## src/rtl/psum_collector.sv

```systemverilog
// psum_collector: per-column first-word-fall-through FIFOs that regroup staggered MAC-row psums into whole rows
// clk: rising-edge clock; reset: asynchronous, active-low
// in/wr: per-column psum and write strobe; rd: pop one full row from every column
// out: head entry of each column; o_valid: every column holds data; o_full: some column full; o_ready: !o_full
// err_ovf: sticky, a write hit a full column; err_udf: sticky, rd issued with no full row available
module psum_collector #(
  parameter int psum_bw = 16,
  parameter int col = 8,
  parameter int depth = 8
) (
  input  logic                   clk,
  input  logic                   reset,
  input  logic [psum_bw*col-1:0] in,
  input  logic [col-1:0]         wr,
  input  logic                   rd,
  output logic [psum_bw*col-1:0] out,
  output logic                   o_valid,
  output logic                   o_full,
  output logic                   o_ready,
  output logic                   err_ovf,
  output logic                   err_udf
);
  localparam int aw = $clog2(depth);
  localparam logic [aw:0] one = 1;
  logic [col-1:0] full, empty;
  logic pop;
  assign o_valid = ~|empty;
  assign o_full = |full;
  assign o_ready = ~o_full;
  assign pop = rd & o_valid;
  for (genvar j = 0; j < col; j++) begin : g_col
    logic [aw:0] wp, rp;
    logic [psum_bw-1:0] mem [depth];
    logic we;
    assign full[j] = (wp[aw-1:0] == rp[aw-1:0]) && (wp[aw] != rp[aw]);
    assign empty[j] = wp == rp;
    assign we = wr[j] & ~full[j];
    assign out[psum_bw*j +: psum_bw] = mem[rp[aw-1:0]];
    always_ff @(posedge clk or negedge reset)
      if (!reset) begin
        wp <= '0;
        rp <= '0;
      end else begin
        if (we) wp <= wp + one;
        if (pop) rp <= rp + one;
      end
    always_ff @(posedge clk)
      if (reset && we) mem[wp[aw-1:0]] <= in[psum_bw*j +: psum_bw];
  end
  always_ff @(posedge clk or negedge reset)
    if (!reset) begin
      err_ovf <= 1'b0;
      err_udf <= 1'b0;
    end else begin
      if (|(wr & full)) err_ovf <= 1'b1;
      if (rd && !o_valid) err_udf <= 1'b1;
    end
endmodule

```

## config.mk

```make
export PLATFORM = sky130hd
export DESIGN_NAME = psum_collector
export DESIGN_NICKNAME = d
export VERILOG_FILES = /design/src/rtl/psum_collector.sv
export SDC_FILE = /design/constraint.sdc
export NUM_CORES = 1
export LEC_CHECK = 0
export BUFFER_PORTS_ARGS = -buffer_cell sky130_fd_sc_hd__buf_2
export CAP_MARGIN = 40
export CORE_UTILIZATION = 53
export CTS_BUF_LIST = sky130_fd_sc_hd__clkbuf_8
export DETAILED_ROUTE_END_ITERATION = 10
export HOLD_SLACK_MARGIN = 0.1
export MAX_ROUTING_LAYER = met4
export PLACE_DENSITY_LB_ADDON = 0.05
export SLEW_MARGIN = 20
export SYNTH_ARGS = -nofsm -noshare
export SYNTH_HDL_FRONTEND = slang
export SYNTH_SLANG_ARGS = --single-unit
```

## constraint.sdc

```tcl
create_clock -name clk -period 8 [get_ports clk]
set_input_delay 0.4 -clock clk [delete_from_list [all_inputs] [get_ports clk]]
set_output_delay 0.4 -clock clk [all_outputs]
set_load 0.05 [all_outputs]
```

==> results.yml <==
power_and_ir_drop:
  swShare: 0.375
  combPwrFrac: 0.391
  p_leak_nw: 17.1
  p_seq_frac: 0.383
  clkPwrFrac: 0.226
  p_switching_w: 0.00707
  powerDensity_mw_per_mm2: 377
  p_int_w: 0.0118
  ir_drop_mv: 0.329
  design_power_total_w: 0.0188
critical_path:
  crit_cells: 7
  timing_worst_setup_path_type: "flop to primary output"
  crit_chain: "buf_4 -> xnor2_1 -> nand3_1 -> o22ai_1 -> or4_1 -> inv_1 -> buf_2"
  critPathCaptureType: "primary output"
  endpoint: "o_valid"
  rr_endpoint: "g_col[6].rp[1]"
  startpoint_type: "flop"
  ff2ff_setup_slack_ns: 4.71
  required_ns: 7.60
  rr_worst_depth: 7
  critPathTopFamily: "buffers and inverters"
  slowest_stage: "or4_1"
  critPathMaxStageDelay_ns: 0.79
  setup.worst_path.start: "g_col[2].rp[0]"
  r2r-start: "g_col[0].rp[0]"
  crit_buf_inv: 3
  arrival_ns: 3.45
  cp_max_fo: 36
die:
  core_area_mm2: 0.0789
  fp.dieH_um: 284
  die_area_mm2: 0.0808
  io_pins: 272
  start_util: 0.536
  rows: 103
  fp.dieW_um: 284
clock_network:
  clock_sinks: 1090
  cts_tree: "built"
  postCtsSetupRepairBufs: 0
  clockBufferDepth: 3
  clk_pin_slew_worst_paths_ns: 0.06
  ctsHtreeMaxLevel: 4
  numCtsBuffers: 175
  cts_hold_buf: 140
  worstSkewPairLatency_ns: 0.81
  ctsResizeCount: 0
  cts_root_buffer: "clkbuf_8"
min_path:
  hold_path_class: "primary input to async pin"
logic_synthesis:
  synth_seq_cells: 1090
  synth_area_mm2: 0.0422
  synth_edf_count: 1024
  synth_commonest_cells: "edfxtp_1, mux4_2, mux2_2"
  ys.flop_type: "edfxtp_1"
  ys_types: 37
  async_flop_share: 0.0606
  synth.avg_cell_area_um2: 22.2
  synth_area_leaders: "edfxtp_1, mux4_2, dfrtp_1, mux2_2, xnor2_1"
  synth_largest_area_cell: "edfxtp_1"
  yosysSeqAreaShare: 0.767
  netlist_instances: 1906
  synth_top_area_frac: 0.728
  yosysWarnings: 0
  synth_fp_nets: 2061
  yosysMostFrequentCell: "edfxtp_1"
sta:
  fin_setup_tns_ns: 0
  rsz0062_at_grt: "no"
  slew_headroom: 0.455
  final-setup-viol-count: 0
  hold_viol_final: 0
  finalMaxSlewViolations: 0
  layout_min_cycle_time_ns: 3.85
  tightest_slew_ns: 0.813
  fin_skew_ns: 0.0444
  setup_slack_ns: 4.15
  clock.fmax_ghz: 0.260
  fin_crit_sh: 0.482
finish:
  seq_area_mm2: 0.0324
  nFillCells: 5590
  multiInputGateArea_mm2: 0.00945
  final_area_mm2: 0.0499
  instances_no_fill: 3680
  area_growth_pct: 18.2
  layout-drive-gt1-share: 0.384
  final_nets: 2637
placement:
  routabilityCongestion: 0.748
  port_buffers: 271
  placed_area_mm2: 0.0453
  hpwl_mm: 49.7
  placed_cells: 3212
  post-place-ws_ns: 4.57
outcome:
  status: "finished clean"
routing:
  drt-pass1-iter-count: 5
  drc_errors: 0
  wl_per_cell_um: 23.1
  avgViaCountPerCell: 5.48
  antenna_left: 0
  num_vias: 20200
  drt_iter0_markers: 1346
  finalWirelength_mm: 85.0
grt:
  grt_usage: 0.223
  grt_pass1_vias: 21800
  grt_pass1_wl_mm: 130
  overflow: 0
  antenna_found_initial: 10
  grt_max_degree: 60
run:
  maxCapViolCount: 0
[cell families (layout without fill, tap and decap cells)]
kind of cell               count (synthesis)  in the layout  synth area share
AOI/OAI and AO/OA                          9              9           0.00145
xor gates and xnor gates                  80             80            0.0169
adders and majority gates                 16             16           0.00474
buffers and inverters                    118            832            0.0132
DFF                                     1090           1090             0.767
muxes                                    398            398             0.174
other                                      0             10                 0
and+or+nand+nor                          195            195            0.0223
[routing by layer]
metal | GRT usage | share of wire | vias up
met5 | - | 0 | -
met4 | 0.0652 | 0.018 | 0
met3 | 0.0442 | 0.045 | 130
met2 | 0.355 | 0.51 | 477
met1 | 0.295 | 0.43 | 10500
li1 | - | - | 9032
[final cells by class]
| cell class | instances | area share |
|---|---|---|
| sequential | 1090 | 0.649 |
| antenna | 10 | 0.000501 |
| clock buffer | 182 | 0.0502 |
| timing repair buffer | 507 | 0.0711 |
| multi-input combinational | 698 | 0.189 |
| tap | 1050 | 0.0263 |
| clock inverter | 133 | 0.0127 |
| inverter | 10 | 0.000752 |
[layout by cell type, fill, tap and decap left out, types with 35 or more instances in the layout]
| master | instances |
|---|---|
| buf_2 | 271 |
| buf_4 | 87 |
| clkbuf_8 | 182 |
| clkinv_1 | 35 |
| dfrtp_1 | 58 |
| dlygate4sd3_1 | 139 |
| edfxtp_1 | 1024 |
| inv_1 | 87 |
| mux2_2 | 140 |
| mux4_2 | 256 |
| nand2_1 | 41 |
| nor2_1 | 48 |
| xnor2_1 | 50 |
[flip-flops by register name, summed over array words and instances, names as in the netlist]
register	flops
err_ovf	1
err_udf	1
g_col.mem	1024
g_col.rp	32
g_col.wp	32
[how the worst min path moves through the flow]
| stage | start | endpoint | slack [ns] | cells after the start |
|---|---|---|---|---|
| after floorplan | reset | err_ovf | 0.10 | 0 |
| after global placement | reset | g_col[0].rp[1] | 0.32 | 1 |
| after detailed placement | reset | g_col[0].rp[1] | 0.33 | 1 |
| after CTS | in[74] | g_col[4].mem[0][10] | 0.29 | 2 |
| after global routing | in[6] | g_col[0].mem[3][6] | 0.34 | 2 |
| final | reset | g_col[0].rp[1] | 0.37 | 3 |
[power groups by stage]
stage / clock (W) / combinational [W] / sequential (W)
6_report: 0.00426 / 0.00737 / 0.00722
5_1_grt: 0.00463 / 0.00784 / 0.00728
4_1_cts: 0.00439 / 0.00752 / 0.00722
3_5_place_dp: 0 / 0.00744 / 0.00734
3_3_place_gp: 0 / 0.00723 / 0.00736
2_1_floorplan: 0 / 0.00585 / 0.00713
[metrics by stage]
step                      hold slack (ns)   util
final                               0.368  0.633
after floorplan                     0.104      -
after global routing                0.343  0.633
after detailed placement            0.327  0.575
after global placement              0.320  0.573
after CTS                           0.294  0.632
[worst min-delay path, stage by stage]
cell	delay (ns)
dlygate4sd3_1	0.56
buf_4	0.19
buf_2	0.46
Power figures use the tool's default switching activity.
